[src/rtl/sdcard_block_loader.sv]
// rtl/sdcard_block_loader.sv - streams raw SD blocks into a word-addressed RAM write port
// Jobs are started at run time; each job reads whole blocks and drains the tail of the last one.
module sdcard_block_loader #(
    parameter int               DATA_W     = 16,
    parameter int               ADDR_W     = 25,
    parameter int               CNT_W      = 25,
    parameter int               SDHC       = 1,
    parameter int               BIG_ENDIAN = 1,
    parameter int               AUTO_START = 0,
    parameter logic [31:0]      DEF_BLOCK  = 32'd0,
    parameter logic [CNT_W-1:0] DEF_COUNT  = 25'h71AFE0
) (
    input  logic              clk50,
    input  logic              reset,
    input  logic              start,
    input  logic [31:0]       start_block,
    input  logic [ADDR_W-1:0] ram_base,
    input  logic [CNT_W-1:0]  word_count,
    output logic              sd_rd,
    output logic              sd_continue,
    output logic [31:0]       sd_addr,
    input  logic              sd_busy,
    input  logic              sd_data_rdy,
    output logic              sd_data_next,
    input  logic [7:0]        sd_data,
    input  logic [15:0]       sd_error,
    output logic              ram_we,
    output logic [ADDR_W-1:0] ram_address,
    output logic [DATA_W-1:0] ram_data,
    input  logic              ram_op_begun,
    output logic              busy,
    output logic              ram_init_done,
    output logic              ram_init_error,
    output logic [CNT_W-1:0]  progress
);

    localparam int         BYTES    = DATA_W / 8;
    localparam logic [1:0] LAST_IDX = 2'(BYTES - 1);

    typedef enum logic [3:0] {
        S_INIT_WAIT,
        S_IDLE,
        S_READBLOCK,
        S_BYTE_WAIT,
        S_BYTE_ACK,
        S_WRITE,
        S_DRAIN,
        S_DRAIN_ACK,
        S_DONE,
        S_ERROR
    } state_t;

    state_t             state, state_n;
    logic [31:0]        blk;
    logic [ADDR_W-1:0]  addr;
    logic [CNT_W-1:0]   remaining;
    logic [CNT_W-1:0]   progress_q;
    logic               first;
    logic [1:0]         idx;
    logic [1:0]         lane;
    logic [DATA_W-1:0]  word_q;

    assign lane = (BIG_ENDIAN != 0) ? LAST_IDX - idx : idx;

    always_ff @(posedge clk50) begin
        if (reset) begin
            state <= S_INIT_WAIT;
        end else begin
            state <= state_n;
        end
    end

    always_comb begin
        state_n = state;
        case (state)
            S_INIT_WAIT: begin
                if (!sd_busy) begin
                    if (sd_error != 16'd0) begin
                        state_n = S_ERROR;
                    end else if (AUTO_START != 0) begin
                        state_n = (DEF_COUNT == '0) ? S_DONE : S_READBLOCK;
                    end else begin
                        state_n = S_IDLE;
                    end
                end
            end
            S_IDLE, S_DONE: begin
                if (start) begin
                    state_n = (word_count == '0) ? S_DONE : S_READBLOCK;
                end
            end
            S_READBLOCK: begin
                if (sd_busy) state_n = S_BYTE_WAIT;
            end
            S_BYTE_WAIT: begin
                if (!sd_busy)         state_n = S_READBLOCK;
                else if (sd_data_rdy) state_n = S_BYTE_ACK;
            end
            S_BYTE_ACK: begin
                if (!sd_data_rdy) state_n = (idx == LAST_IDX) ? S_WRITE : S_BYTE_WAIT;
            end
            S_WRITE: begin
                if (ram_op_begun) state_n = (remaining == CNT_W'(1)) ? S_DRAIN : S_BYTE_WAIT;
            end
            S_DRAIN: begin
                if (!sd_busy)         state_n = S_DONE;
                else if (sd_data_rdy) state_n = S_DRAIN_ACK;
            end
            S_DRAIN_ACK: begin
                if (!sd_data_rdy) state_n = S_DRAIN;
            end
            default: state_n = state;
        endcase
    end

    always_ff @(posedge clk50) begin
        if (reset) begin
            blk        <= '0;
            addr       <= '0;
            remaining  <= '0;
            progress_q <= '0;
            first      <= 1'b0;
            idx        <= '0;
            word_q     <= '0;
        end else begin
            case (state)
                S_INIT_WAIT: begin
                    if (!sd_busy && sd_error == 16'd0 && AUTO_START != 0) begin
                        blk        <= DEF_BLOCK;
                        addr       <= '0;
                        remaining  <= DEF_COUNT;
                        progress_q <= '0;
                        first      <= 1'b1;
                    end
                end
                S_IDLE, S_DONE: begin
                    if (start) begin
                        blk        <= start_block;
                        addr       <= ram_base;
                        remaining  <= word_count;
                        progress_q <= '0;
                        first      <= 1'b1;
                    end
                end
                S_READBLOCK: begin
                    if (sd_busy) begin
                        first <= 1'b0;
                        idx   <= '0;
                    end
                end
                S_BYTE_WAIT: begin
                    if (!sd_busy) begin
                        blk <= blk + 32'd1;
                    end else if (sd_data_rdy) begin
                        for (int i = 0; i < BYTES; i++) begin
                            if (lane == 2'(i)) word_q[i*8 +: 8] <= sd_data;
                        end
                    end
                end
                S_BYTE_ACK: begin
                    // Index wraps after the last lane so the next word starts at byte 0.
                    if (!sd_data_rdy) idx <= (idx == LAST_IDX) ? 2'd0 : idx + 2'd1;
                end
                S_WRITE: begin
                    if (ram_op_begun) begin
                        addr       <= addr + ADDR_W'(1);
                        progress_q <= progress_q + CNT_W'(1);
                        remaining  <= remaining - CNT_W'(1);
                    end
                end
                default: begin
                end
            endcase
        end
    end

    assign sd_rd          = (state == S_READBLOCK);
    assign sd_continue    = (state == S_READBLOCK) && !first;
    assign sd_addr        = (SDHC != 0) ? blk : {blk[22:0], 9'd0};
    assign sd_data_next   = (state == S_BYTE_ACK) || (state == S_DRAIN_ACK);
    assign ram_we         = (state == S_WRITE);
    assign ram_address    = addr;
    assign ram_data       = word_q;
    assign busy           = state inside {S_READBLOCK, S_BYTE_WAIT, S_BYTE_ACK, S_WRITE, S_DRAIN, S_DRAIN_ACK};
    assign ram_init_done  = (state == S_DONE);
    assign ram_init_error = (state == S_ERROR);
    assign progress       = progress_q;

endmodule

[config.mk]
export PLATFORM = sky130hd
export DESIGN_NAME = sdcard_block_loader
export DESIGN_NICKNAME = d
export VERILOG_FILES = /design/src/rtl/sdcard_block_loader.sv
export SDC_FILE = /design/constraint.sdc
export NUM_CORES = 1
export LEC_CHECK = 0
export ABC_AREA = 1
export BUFFER_PORTS_ARGS = -buffer_cell sky130_fd_sc_hd__buf_2
export CELL_PAD_IN_SITES_DETAIL_PLACEMENT = 2
export CELL_PAD_IN_SITES_GLOBAL_PLACEMENT = 2
export CORE_MARGIN = 4
export CORE_UTILIZATION = 27
export CTS_CLUSTER_SIZE = 30
export DETAILED_ROUTE_END_ITERATION = 12
export PLACE_DENSITY_LB_ADDON = 0.1
export SYNTH_ARGS = -nofsm -noshare
export SYNTH_HDL_FRONTEND = slang
export SYNTH_SLANG_ARGS = --single-unit
[constraint.sdc]
create_clock -name clk50 -period 2.2 [get_ports clk50]
set_input_delay 0.22 -clock clk50 [delete_from_list [all_inputs] [get_ports clk50]]
set_output_delay 0.22 -clock clk50 [all_outputs]
set_load 0.02 [all_outputs]
==> results of run 1 <==
[worst max-delay path, stage by stage, from the launching register on]
cell and delay [ns]:
sky130_fd_sc_hd__dfxtp_1 0.48, sky130_fd_sc_hd__inv_2 0.06, sky130_fd_sc_hd__nor2_2 0.18, sky130_fd_sc_hd__nand2_2 0.13, sky130_fd_sc_hd__inv_2 0.15, sky130_fd_sc_hd__buf_12 0.19
sky130_fd_sc_hd__buf_2 0.20
[sequential cells by signal (all words and copies together), names as in the netlist]
signal       cells
sd_addr         32
idx              2
progress        25
ram_address     25
remaining       25
state            4
ram_data        16
first            1
[per-stage QoR]
| step | worst slack, ns | utilization, % |
|---|---|---|
| after floorplan | 0.404 | - |
| after global placement | 0.208 | 32.5 |
| after detailed placement | 0.184 | 32.5 |
| after CTS | 0.0469 | 34.4 |
| after global routing | 0.00451 | 34.5 |
| final | 0.146 | 34.5 |
[layer usage]
layer | global-route usage [%] | share of wire, % | up-vias
li1 | - | - | 5306
met1 | 27.0 | 45 | 5209
met2 | 38.5 | 51 | 141
met3 | 3.46 | 2.6 | 24
met4 | 4.77 | 1.2 | 2
met5 | 0 | 0.032 | -
[cells by family (layout without fill, tap and decap cells)]
group,Yosys count,after routing,synth area share (%)
compound gates,225,225,13.5
xor+xnor,9,9,0.903
fa+ha+maj,5,5,0.716
buf+inv,163,389,8.32
flops,130,130,29.8
mux,1,1,0.115
other cells,0,2,0
simple gates,994,994,46.7
[repair_timing]
item	CTS	global route
endpoints found under the setup margin	0	4
hold buffers	0	0
gates resized for setup	0	2
[power by group through the flow]
| stage | Clock, mW | Sequential [mW] | Combinational [mW] |
|---|---|---|---|
| after detailed placement | 0 | 3.74 | 5.70 |
| after floorplan | 0 | 3.92 | 3.54 |
| final | 3.08 | 3.69 | 5.62 |
| after CTS | 3.17 | 3.70 | 5.73 |
| after global placement | 0 | 3.72 | 5.47 |
| after global routing | 3.26 | 3.81 | 6.34 |
[worst paths after layout]
kind | from | to | slack, ns | cells past startpoint
worst max-delay path | state[2] | ram_we | 0.15 | 6
worst max register to register | state[1] | ram_address[3] | 0.16 | 8
worst min-delay path | sd_data[1] | ram_data[1] | 0.03 | 3
worst min register to register | ram_data[10] | ram_data[10] | 0.48 | 2
[cell type report]
type / instances / area [um^2] / area share, %
timing repair buffer: 248 / 1400 / 12.8
clock buffer: 23 / 488 / 4.46
clock inverter: 9 / 128 / 1.17
multi-input combinational: 1234 / 5410 / 49.4
sequential: 130 / 2600 / 23.8
tap: 402 / 503 / 4.59
inverter: 109 / 415 / 3.79
antenna: 2 / 5.00 / 0.0457
[cell usage in the layout, fill, tap and decap left out, types with 3 or more instances in the layout]
master                       instances
sky130_fd_sc_hd__buf_12              5
sky130_fd_sc_hd__clkinv_2            3
sky130_fd_sc_hd__clkbuf_16          18
sky130_fd_sc_hd__o21ai_0            79
sky130_fd_sc_hd__dfxtp_1           130
sky130_fd_sc_hd__o21a_1              4
sky130_fd_sc_hd__o21ai_1             9
sky130_fd_sc_hd__o21bai_1            4
sky130_fd_sc_hd__nor3_1             10
sky130_fd_sc_hd__xnor2_1             4
sky130_fd_sc_hd__inv_2               4
sky130_fd_sc_hd__inv_1             102
sky130_fd_sc_hd__clkinvlp_4          4
sky130_fd_sc_hd__nor2_1            342
sky130_fd_sc_hd__clkbuf_8            4
sky130_fd_sc_hd__or2_2               4
sky130_fd_sc_hd__nand3b_1           12
sky130_fd_sc_hd__ha_1                5
sky130_fd_sc_hd__buf_4              26
sky130_fd_sc_hd__nor2_2              5
sky130_fd_sc_hd__buf_2             216
sky130_fd_sc_hd__bufinv_16           3
sky130_fd_sc_hd__a21oi_1           121
sky130_fd_sc_hd__nand2_2             4
sky130_fd_sc_hd__nand3_1            94
sky130_fd_sc_hd__nand4_1            26
sky130_fd_sc_hd__nand2_1           487
sky130_fd_sc_hd__xor2_1              5
==> tab_implementation.tex, run 1 <==
\begin{tabular}{lr}
\hline
Metric & Value \\
\hline
\multicolumn{2}{l}{\textbf{Run status}} \\
Status & completed \\
\multicolumn{2}{l}{\textbf{Clock tree}} \\
Maximum buffer depth of the clock tree & 2 \\
TritonCTS clock tree & done \\
Clk slew on worst S/H paths & roughly 0.060 ns \\
Deepest level of the CTS H-tree & 4 \\
Clock latency on the worst-skew pair & approximately 0.44 ns \\
Clock buffer count from CTS & 17 \\
Root Buffer Master & sky130\_fd\_sc\_hd\_\_clkbuf\_16 \\
Number of sinks on the clock net & 130 \\
Number of buffers inserted to repair setup after CTS & 0 \\
\multicolumn{2}{l}{\textbf{Place}} \\
Cell total after placement & roughly 2,100 \\
Placer congestion estimate & 0.819 \\
I/O Buffers & about 220 \\
Instance area at placement & approximately 10,000 um\^{}2 \\
HPWL after detailed placement & 28,800 um \\
\multicolumn{2}{l}{\textbf{Floorplanning}} \\
Top-level port count & around 220 \\
Floorplan Core Area & $\sim$32,000 um\^{}2 \\
Site Rows & 65 \\
Die Area & between 30,000 and 40,000 um\^{}2 \\
Die Ht & 188 um \\
Starting utilization of the core area & around 28\% \\
Width of the chip & 188 um \\
\multicolumn{2}{l}{\textbf{Detailed routing}} \\
Vias per inst & around 5 \\
Iter 0 DRT Violations & 456 \\
Final routed DRC violation total & 0 \\
Post-detailed-route wirelength per cell & around 18 um \\
Via Count & 10,682 \\
Number of nets still failing antenna checks after routing & 0 \\
Final routed wirelength across all metal layers & 38,000 um \\
DR pass1 iterations & 5 \\
\multicolumn{2}{l}{\textbf{Yosys}} \\
Yosys cell types & 43 \\
Library cell with the highest instance count after synthesis & sky130\_fd\_sc\_hd\_\_nand2\_1 \\
Number of nets produced by synthesis & roughly 1,600 \\
Area share of the leading cell type in the synthesized netlist & between 20 and 30\% \\
Post-synthesis register bit count & 130 \\
Count of flip-flops with a built-in enable after synthesis & 0 \\
Post-synth ARST share & 0\% \\
Portion of the post-synthesis area used by sequential elements & 29.8\% \\
Cell count after synthesis & 1,527 \\
Cell accounting for the most synthesized area & sky130\_fd\_sc\_hd\_\_dfxtp\_1 \\
Synth area leaders & sky130\_fd\_sc\_hd\_\_dfxtp\_1 (30\%), sky130\_fd\_sc\_hd\_\_nand2\_1 (21\%), sky130\_fd\_sc\_hd\_\_nor2\_1 (15\%) \\
Commonest cells post-synth & sky130\_fd\_sc\_hd\_\_nand2\_1 (487), sky130\_fd\_sc\_hd\_\_nor2\_1 (343), sky130\_fd\_sc\_hd\_\_dfxtp\_1 (130) \\
Mapped Avg Cell Area & 5.72 um\^{}2 \\
Number of warnings printed during yosys synthesis & 0 \\
Top\_reg\_cell synth & sky130\_fd\_sc\_hd\_\_dfxtp\_1 \\
Area of the mapped netlist & slightly below 9000 um\^{}2 \\
\multicolumn{2}{l}{\textbf{Finish}} \\
Number of nets in the finished design & 1,857 \\
Final Cell Area & between 10,000 and 15,000 um\^{}2 \\
Area Growth Syn to Fin & 25.4\% \\
Filler cells & 4,074 \\
Share of post-route cells with drive strength above 1 & about 17\% \\
Post-route insts no fill & between 2,000 and 2,500 \\
\multicolumn{2}{l}{\textbf{GRT}} \\
Antenna violations before repair & 3 \\
Wire length of the first global-routing pass & slightly above 60,000 um \\
Congestion Overflow GR & 0 \\
Aggregate global-route resource usage & a little over a fifth \\
Pin count of the biggest net entering global routing & 79 \\
Via count of the first global-routing pass & around 12,000 \\
\multicolumn{2}{l}{\textbf{Power and ir drop}} \\
Standby leakage power & roughly 4.7 nW \\
Switch share & about 47\% \\
Ratio of total power to cell area & 1130 nW/um\^{}2 \\
Total power of the final layout & roughly 12 mW \\
Clk pwr share & approximately 25\% \\
Combinational group share of total power & between 40\% and 50\% \\
Cell-internal power & approximately 6.6 mW \\
Worst ir drop on vdd & about 0.74 mV \\
Share of power burned in registers & 29.8\% \\
Net Switching & between 5 and 6 mW \\
\multicolumn{2}{l}{\textbf{Critical path}} \\
Critical path class & reg -> out \\
Data required time of the critical path & 1.98 ns \\
Capturing element type of the critical path & output pin \\
Largest fanout of any net on the critical path & 29 \\
Arrival time of data at the critical path endpoint & about 1.8 ns \\
Critical path startpoint category & flop \\
\multicolumn{2}{l}{\textbf{STA}} \\
Final hold violations & 0 \\
Max Freq & 487 MHz \\
Final total negative setup slack & 0 ns \\
Final critical path time including I/O delays and setup & between 2 and 2.5 ns \\
Fraction of the cycle the final worst path needs & 93.3\% \\
Pin slew with the least headroom to its limit & 0.541 ns \\
Clock Skew & 0.00898 ns \\
Hold slack & 0.0287 ns \\
Max-slew violation count & 0 \\
Final number of setup-violating endpoints & 0 \\
Relative slew margins & approximately 64\% \\
Setup repair after global routing missed its margin & false \\
\multicolumn{2}{l}{\textbf{Run}} \\
Max\_cap viols & 0 \\
\multicolumn{2}{l}{\textbf{Hold path}} \\
Class of the tightest hold or removal check & in -> reg \\
\hline
\end{tabular}
Power figures use the tool's default switching activity.
==> run 2: changes to the inputs <==
--- a/config.mk
+++ b/config.mk
@@ -5,12 +5,11 @@
 export SDC_FILE = /design/constraint.sdc
 export NUM_CORES = 1
 export LEC_CHECK = 0
-export ABC_AREA = 1
 export BUFFER_PORTS_ARGS = -buffer_cell sky130_fd_sc_hd__buf_2
 export CELL_PAD_IN_SITES_DETAIL_PLACEMENT = 2
 export CELL_PAD_IN_SITES_GLOBAL_PLACEMENT = 2
 export CORE_MARGIN = 4
-export CORE_UTILIZATION = 27
+export CORE_UTILIZATION = 30
 export CTS_CLUSTER_SIZE = 30
 export DETAILED_ROUTE_END_ITERATION = 12
 export PLACE_DENSITY_LB_ADDON = 0.1
==> tab_implementation.tex, run 2 <==
\begin{tabular}{lr}
\hline
Metric & Value \\
\hline
\multicolumn{2}{l}{\textbf{Clock tree}} \\
Number of sinks on the clock net & 130 (unchanged) \\
Deepest level of the CTS H-tree & 4 (unchanged) \\
Clock buffer count from CTS & 17 (unchanged) \\
Clk slew on worst S/H paths & 0.07 ns (about the same) \\
CTS-repair resized insts & 0 (unchanged) \\
Hold buffer count at CTS & 0 (unchanged) \\
Number of buffers inserted to repair setup after CTS & 0 (unchanged) \\
TritonCTS clock tree & done \\
Clock latency on the worst-skew pair & 0.43 ns (about the same) \\
Maximum buffer depth of the clock tree & 2 (unchanged) \\
Root Buffer Master & sky130\_fd\_sc\_hd\_\_clkbuf\_16 \\
\multicolumn{2}{l}{\textbf{Yosys}} \\
Portion of the post-synthesis area used by sequential elements & 32.9\% (+3.1 points) \\
Cell accounting for the most synthesized area & sky130\_fd\_sc\_hd\_\_dfxtp\_1 \\
Cell count after synthesis & 1,037 (-32\%) \\
Area share of the leading cell type in the synthesized netlist & 32.9\% (+3.1 points) \\
Commonest cells post-synth & sky130\_fd\_sc\_hd\_\_dfxtp\_1 (130), sky130\_fd\_sc\_hd\_\_nand2\_1 (103), sky130\_fd\_sc\_hd\_\_nor2\_1 (101) \\
Top\_reg\_cell synth & sky130\_fd\_sc\_hd\_\_dfxtp\_1 \\
Synth area leaders & sky130\_fd\_sc\_hd\_\_dfxtp\_1 (33\%), sky130\_fd\_sc\_hd\_\_a21oi\_1 (6.3\%), sky130\_fd\_sc\_hd\_\_nand2\_1 (4.9\%) \\
Number of nets produced by synthesis & 1,154 (-30\%) \\
Area of the mapped netlist & 7910 um\^{}2 (-9.5\%) \\
Mapped Avg Cell Area & 7.62 um\^{}2 (+33\%) \\
Library cell with the highest instance count after synthesis & sky130\_fd\_sc\_hd\_\_dfxtp\_1 \\
Post-synthesis register bit count & 130 (unchanged) \\
Number of warnings printed during yosys synthesis & 0 (unchanged) \\
Yosys cell types & 83 (+93\%) \\
Post-synth ARST share & 0\% (unchanged) \\
Count of flip-flops with a built-in enable after synthesis & 0 (unchanged) \\
\multicolumn{2}{l}{\textbf{GRT}} \\
Met2 routing resource usage after global routing & 36.2\% (-2.3 points) \\
Most Crowded Layer GR & met2 \\
Via count of the first global-routing pass & 9,330 (-20\%) \\
Wire length of the first global-routing pass & 52,100 um (-16\%) \\
GRT met1 Usage & 30.3\% (+3.3 points) \\
Pin count of the biggest net entering global routing & 98 (+24\%) \\
Congestion Overflow GR & 0 (unchanged) \\
Antenna violations before repair & 1 (-2) \\
Aggregate global-route resource usage & 22.1\% (+0.62 points) \\
Fraction of met3 tracks used by global routing & 3.81\% (+0.35 points) \\
\multicolumn{2}{l}{\textbf{STA}} \\
Clock Skew & 0.0171 ns (+0.00815 ns) \\
Worst path setup slack after routing & 0.0673 ns (-0.0791 ns) \\
Pin slew with the least headroom to its limit & 0.552 ns (+0.0113 ns) \\
Final hold violations & 0 (unchanged) \\
Fraction of the cycle the final worst path needs & 96.9\% (+3.6 points) \\
Hold slack & 0.0485 ns (+0.0199 ns) \\
Relative slew margins & 62.8\% (-0.96 points) \\
Max-slew violation count & 0 (unchanged) \\
Setup repair after global routing missed its margin & true \\
Final critical path time including I/O delays and setup & 2.13 ns (+0.0791 ns) \\
Final total negative setup slack & 0 ns (unchanged) \\
Max Freq & 469 MHz (-3.7\%) \\
Final number of setup-violating endpoints & 0 (unchanged) \\
\multicolumn{2}{l}{\textbf{Place}} \\
Placer congestion estimate & 0.821 (+0.23\%) \\
I/O Buffers & 216 (unchanged) \\
Worst Setup Slack post-DPL & 0.137 ns (-0.0470 ns) \\
HPWL after detailed placement & 22,900 um (-20\%) \\
\multicolumn{2}{l}{\textbf{Finish}} \\
Antenna diode count & 0 (-2) \\
Commonest non-fill, non-tap cell in the layout & sky130\_fd\_sc\_hd\_\_buf\_2 \\
Flip-flop count of the largest register, all copies and words added & 32 (unchanged) \\
Commonest cells after routing, fill and taps aside & sky130\_fd\_sc\_hd\_\_buf\_2 (215), sky130\_fd\_sc\_hd\_\_dfxtp\_1 (130), sky130\_fd\_sc\_hd\_\_nand2\_1 (103) \\
Number of nets in the finished design & 1,383 (-26\%) \\
Area Growth Syn to Fin & 31.2\% \\
Share of post-route cells with drive strength above 1 & 28.2\% (+11 points) \\
Register cell area after layout & 2600 um\^{}2 (unchanged) \\
Filler cells & 3,068 (-25\%) \\
Area of combinational cells with multiple inputs & 4900 um\^{}2 (-9.4\%) \\
\multicolumn{2}{l}{\textbf{Run}} \\
Max\_cap viols & 0 (unchanged) \\
\multicolumn{2}{l}{\textbf{Floorplanning}} \\
Floorplan Core Area & 26,000 um\^{}2 (-18\%) \\
Die Area & 29,000 um\^{}2 (-18\%) \\
Width of the chip & 170 um (-9.3\%) \\
Site Rows & 59 (-9.2\%) \\
Starting utilization of the core area & 30.4\% (+2.9 points) \\
Top-level port count & 217 (unchanged) \\
Die Ht & 170 um (-9.3\%) \\
\multicolumn{2}{l}{\textbf{Detailed routing}} \\
Via Count & 8,966 (-16\%) \\
Final routed DRC violation total & 0 (unchanged) \\
Iter 0 DRT Violations & 352 (-23\%) \\
Final routed wirelength across all metal layers & 32,200 um (-15\%) \\
Number of nets still failing antenna checks after routing & 0 (unchanged) \\
DR pass1 iterations & 5 (unchanged) \\
Vias per inst & 5.56 (+12\%) \\
Post-detailed-route wirelength per cell & 20.0 um (+14\%) \\
\multicolumn{2}{l}{\textbf{Critical path}} \\
Critical path class & reg -> out \\
Critical path startpoint category & flop \\
Capturing element type of the critical path & output pin \\
Data required time of the critical path & 1.98 ns (about the same) \\
Largest fanout of any net on the critical path & 21 (-28\%) \\
Arrival time of data at the critical path endpoint & 1.91 ns (+0.08 ns) \\
\multicolumn{2}{l}{\textbf{Run status}} \\
Status & completed \\
\multicolumn{2}{l}{\textbf{Hold path}} \\
Class of the tightest hold or removal check & in -> reg \\
\multicolumn{2}{l}{\textbf{Power and ir drop}} \\
Standby leakage power & 4.20 nW (-9.9\%) \\
Worst ir drop on vdd & 0.519 mV (-30\%) \\
Ratio of total power to cell area & 1140 nW/um\^{}2 (+0.92\%) \\
Total power of the final layout & 11.8 mW (-4.4\%) \\
\hline
\end{tabular}
run 2: per-stage QoR:
stage	instances	util, %	instance area (um^2)
2_1_floorplan	1037	-	7910
3_3_place_gp	1582	37.5	9750
3_5_place_dp	1582	37.5	9750
4_1_cts	1613	39.8	10300
5_1_grt	1613	39.9	10400
6_report	1613	39.9	10400
run 2: per-layer routing:
layer | up-vias | share of wire [%]
met5 | - | 0.022
met4 | 2 | 1.3
met3 | 24 | 4.1
met2 | 163 | 47
met1 | 4425 | 47
li1 | 4352 | -
run 2: final timing paths:
kind | from | to | slack [ns] | cells past startpoint
worst max-delay path | state[2] | sd_continue | 0.07 | 4
worst min-delay path | sd_data[0] | ram_data[0] | 0.05 | 3
worst max register to register | remaining[1] | remaining[18] | 0.12 | 8
worst min register to register | idx[1] | idx[1] | 0.49 | 1
run 2: layout make-up:
cell class,count,area share (%)
Multi-Input combinational cell,806,47.2
Sequential cell,130,25.1
Timing Repair Buffer,289,17.1
Clock buffer,20,4.50
Tap cell,335,4.04
Clock inverter,11,1.23
Inverter,22,0.821
run 2: report_power, final:
group          switching, mW  internal, mW
clock network           1.21          1.76
logic                   3.37          2.12
registers              0.561          2.81
total                   5.14          6.70
run 2: critical path, stage by stage (launching register included):
cell and delay [ns]:
sky130_fd_sc_hd__dfxtp_1 0.34, sky130_fd_sc_hd__buf_4 0.23, sky130_fd_sc_hd__or4b_4 0.57, sky130_fd_sc_hd__nor2_1 0.16, sky130_fd_sc_hd__buf_2 0.19
run 2: cells by family after synthesis:
group           Yosys count  share of synthesized area [%]
fa+ha+maj                 6                          0.918
buf+inv                 101                           5.62
flops                   130                           32.9
mux                      18                           2.28
compound gates          325                           26.9
xor+xnor                 17                           1.88
simple gates            440                           29.5
==> run 3: changes to the inputs <==
--- a/config.mk
+++ b/config.mk
@@ -5,11 +5,12 @@
 export SDC_FILE = /design/constraint.sdc
 export NUM_CORES = 1
 export LEC_CHECK = 0
-export BUFFER_PORTS_ARGS = -buffer_cell sky130_fd_sc_hd__buf_2
+export ABC_AREA = 1
+export BUFFER_PORTS_ARGS = -buffer_cell sky130_fd_sc_hd__buf_4
 export CELL_PAD_IN_SITES_DETAIL_PLACEMENT = 2
 export CELL_PAD_IN_SITES_GLOBAL_PLACEMENT = 2
 export CORE_MARGIN = 4
-export CORE_UTILIZATION = 30
+export CORE_UTILIZATION = 27
 export CTS_CLUSTER_SIZE = 30
 export DETAILED_ROUTE_END_ITERATION = 12
 export PLACE_DENSITY_LB_ADDON = 0.1
==> tab_implementation.tex, run 3 (synthesis gave the netlist of run 1 again) <==
\begin{tabular}{lr}
\hline
Metric & Value \\
\hline
\multicolumn{2}{l}{\textbf{Finish}} \\
Filler cells & 4,045 (+32\%) \\
Commonest cells after routing, fill and taps aside & sky130\_fd\_sc\_hd\_\_nand2\_1 (487), sky130\_fd\_sc\_hd\_\_nor2\_1 (340), sky130\_fd\_sc\_hd\_\_buf\_4 (242) \\
Final Cell Area & 11,500 um\^{}2 (+11\%) \\
Commonest non-fill, non-tap cell in the layout & sky130\_fd\_sc\_hd\_\_nand2\_1 \\
Share of post-route cells with drive strength above 1 & 17.4\% (-11 points) \\
Flip-flop count of the largest register, all copies and words added & 32 (unchanged) \\
Antenna diode count & 0 (unchanged) \\
Share of the core filled with cells in the final layout & 36.3\% (-3.6 points) \\
Post-route insts no fill & 2,157 (+34\%) \\
Number of nets in the finished design & 1,860 (+34\%) \\
Area Growth Syn to Fin & 32.0\% \\
\multicolumn{2}{l}{\textbf{Clock tree}} \\
Root Buffer Master & sky130\_fd\_sc\_hd\_\_clkbuf\_16 \\
Clock latency on the worst-skew pair & 0.43 ns (about the same) \\
Number of buffers inserted to repair setup after CTS & 0 (unchanged) \\
Maximum buffer depth of the clock tree & 2 (unchanged) \\
Clk slew on worst S/H paths & 0.06 ns (about the same) \\
TritonCTS clock tree & done \\
Deepest level of the CTS H-tree & 4 (unchanged) \\
Clock buffer count from CTS & 17 (unchanged) \\
Number of sinks on the clock net & 130 (unchanged) \\
\multicolumn{2}{l}{\textbf{GRT}} \\
Aggregate global-route resource usage & 21.3\% (-0.79 points) \\
Wire length of the first global-routing pass & 61,400 um (+18\%) \\
Antenna violations before repair & 0 (-1) \\
Pin count of the biggest net entering global routing & 79 (-19\%) \\
Via count of the first global-routing pass & 11,476 (+23\%) \\
Congestion Overflow GR & 0 (unchanged) \\
\multicolumn{2}{l}{\textbf{Hold path}} \\
Class of the tightest hold or removal check & in -> reg \\
Cell depth of the worst hold path & 3 (unchanged) \\
Hold path startpoint & sd\_data[2] \\
Hold Path Sink & ram\_data[2] \\
\multicolumn{2}{l}{\textbf{Place}} \\
Cell total after placement & 2,124 (+34\%) \\
HPWL after detailed placement & 29,000 um (+27\%) \\
I/O Buffers & 216 (unchanged) \\
Placer congestion estimate & 0.817 (-0.49\%) \\
Instance area at placement & 10,900 um\^{}2 (+12\%) \\
\multicolumn{2}{l}{\textbf{STA}} \\
Final total negative setup slack & 0 ns (unchanged) \\
Relative slew margins & 65.6\% (+2.7 points) \\
Setup repair after global routing missed its margin & false \\
Clock Skew & 0.0102 ns (-0.00696 ns) \\
Pin slew with the least headroom to its limit & 0.514 ns (-0.0380 ns) \\
Final critical path time including I/O delays and setup & 2.06 ns (-0.0721 ns) \\
Final number of setup-violating endpoints & 0 (unchanged) \\
Max Freq & 485 MHz (+3.5\%) \\
Fraction of the cycle the final worst path needs & 93.7\% (-3.3 points) \\
Max-slew violation count & 0 (unchanged) \\
Final hold violations & 0 (unchanged) \\
\multicolumn{2}{l}{\textbf{Critical path}} \\
Arrival time of data at the critical path endpoint & 1.84 ns (-0.07 ns) \\
Capturing element type of the critical path & output pin \\
Largest fanout of any net on the critical path & 32 (+52\%) \\
Data required time of the critical path & 1.98 ns (about the same) \\
Reg-to-reg setup timing slack & 0.23 ns (+0.11 ns) \\
Worst r2r src & progress[1] \\
Critical path startpoint category & flop \\
R2r endpoint & progress[16] \\
Critical path class & reg -> out \\
Worst r2r path cells & 8 (unchanged) \\
\multicolumn{2}{l}{\textbf{Detailed routing}} \\
Post-detailed-route wirelength per cell & 17.7 um (-12\%) \\
Via Count & 10,686 (+19\%) \\
Number of nets still failing antenna checks after routing & 0 (unchanged) \\
DR pass1 iterations & 5 (unchanged) \\
Iter 0 DRT Violations & 389 (+11\%) \\
Final routed wirelength across all metal layers & 38,100 um (+18\%) \\
Vias per inst & 4.95 (-11\%) \\
Final routed DRC violation total & 0 (unchanged) \\
\multicolumn{2}{l}{\textbf{Power and ir drop}} \\
Total power of the final layout & 12.7 mW (+7.5\%) \\
Ratio of total power to cell area & 1100 nW/um\^{}2 (-3.3\%) \\
Standby leakage power & 4.78 nW (+14\%) \\
Worst ir drop on vdd & 0.593 mV (+14\%) \\
\multicolumn{2}{l}{\textbf{Floorplanning}} \\
Floorplan Core Area & 31,700 um\^{}2 (+22\%) \\
Width of the chip & 188 um (+10\%) \\
Starting utilization of the core area & 27.5\% (-2.9 points) \\
Die Area & 35,300 um\^{}2 (+22\%) \\
Die Ht & 188 um (+10\%) \\
Top-level port count & 217 (unchanged) \\
Site Rows & 65 (+10\%) \\
\multicolumn{2}{l}{\textbf{Run status}} \\
Status & completed \\
\multicolumn{2}{l}{\textbf{Run}} \\
Max\_cap viols & 0 (unchanged) \\
\hline
\end{tabular}
## run 3: cell count changes in the layout (fill, tap and decap cells not counted), sizes merged, moves of 17 or more
| cell | previous run | this run |
|---|---|---|
| nor3 | 34 | 11 |
| nand2 | 103 | 493 |
| a21oi | 101 | 121 |
| nor2 | 103 | 348 |
| o21ai | 69 | 89 |
| and3 | 18 | 0 |
| inv | 23 | 107 |
| nor4 | 34 | 2 |
| nand3 | 38 | 96 |
| a211oi | 27 | 0 |
| mux2i | 18 | 1 |
| buf | 289 | 249 |
## run 3: worst max path at each step
stage,slack [ns],cells past startpoint,endpoint,from
floorplan,0.40,10,ram_address[16],ram_address[0]
global placement,0.34,9,ram_address[12],ram_address[0]
detailed placement,0.22,9,sd_addr[14],sd_addr[0]
CTS,0.05,6,ram_we,state[2]
global route,0.02,6,ram_we,state[2]
finish,0.14,6,ram_we,state[2]
## run 3: timing repair
item	in CTS	in global routing
endpoints found under the hold margin	1	0
hold buffers	1	0
endpoints found under the setup margin	0	6
resized for setup	0	3
## run 3: stage by stage
stage / setup slack (ns) / hold WS [ns]
floorplan: 0.404 / 0.355
global placement: 0.335 / 0.451
detailed placement: 0.220 / 0.460
CTS: 0.0531 / 0.00570
global route: 0.0177 / 0.0208
finish: 0.139 / 0.0286
## run 3: layer usage
layer,vias to the layer above,share of wire [%],track usage [%]
met5,-,0,0
met4,0,1.0,4.57
met3,22,2.9,3.61
met2,149,50,38.3
met1,5199,46,26.7
li1,5316,-,-
## run 3: cell type report
class,count,area (um^2),area share [%]
Clock buffer,20,447,3.87
Clock inverter,11,161,1.40
Inverter,109,412,3.57
Tap cell,402,503,4.36
Sequential cell,130,2600,22.6
Timing Repair Buffer,251,1990,17.3
Multi-Input combinational cell,1234,5410,46.9
## run 3: worst max-delay path: stages, from the launching register on
cell	delay (ns)
sky130_fd_sc_hd__dfxtp_1	0.46
sky130_fd_sc_hd__inv_2	0.06
sky130_fd_sc_hd__nor2_2	0.17
sky130_fd_sc_hd__nand2_2	0.14
sky130_fd_sc_hd__inv_2	0.17
sky130_fd_sc_hd__buf_12	0.22
sky130_fd_sc_hd__buf_4	0.17
## run 3: report_power, final
group          internal, mW  switching, mW
clock                  1.91           1.15
sequential             2.91          0.778
combinational          2.14           3.84
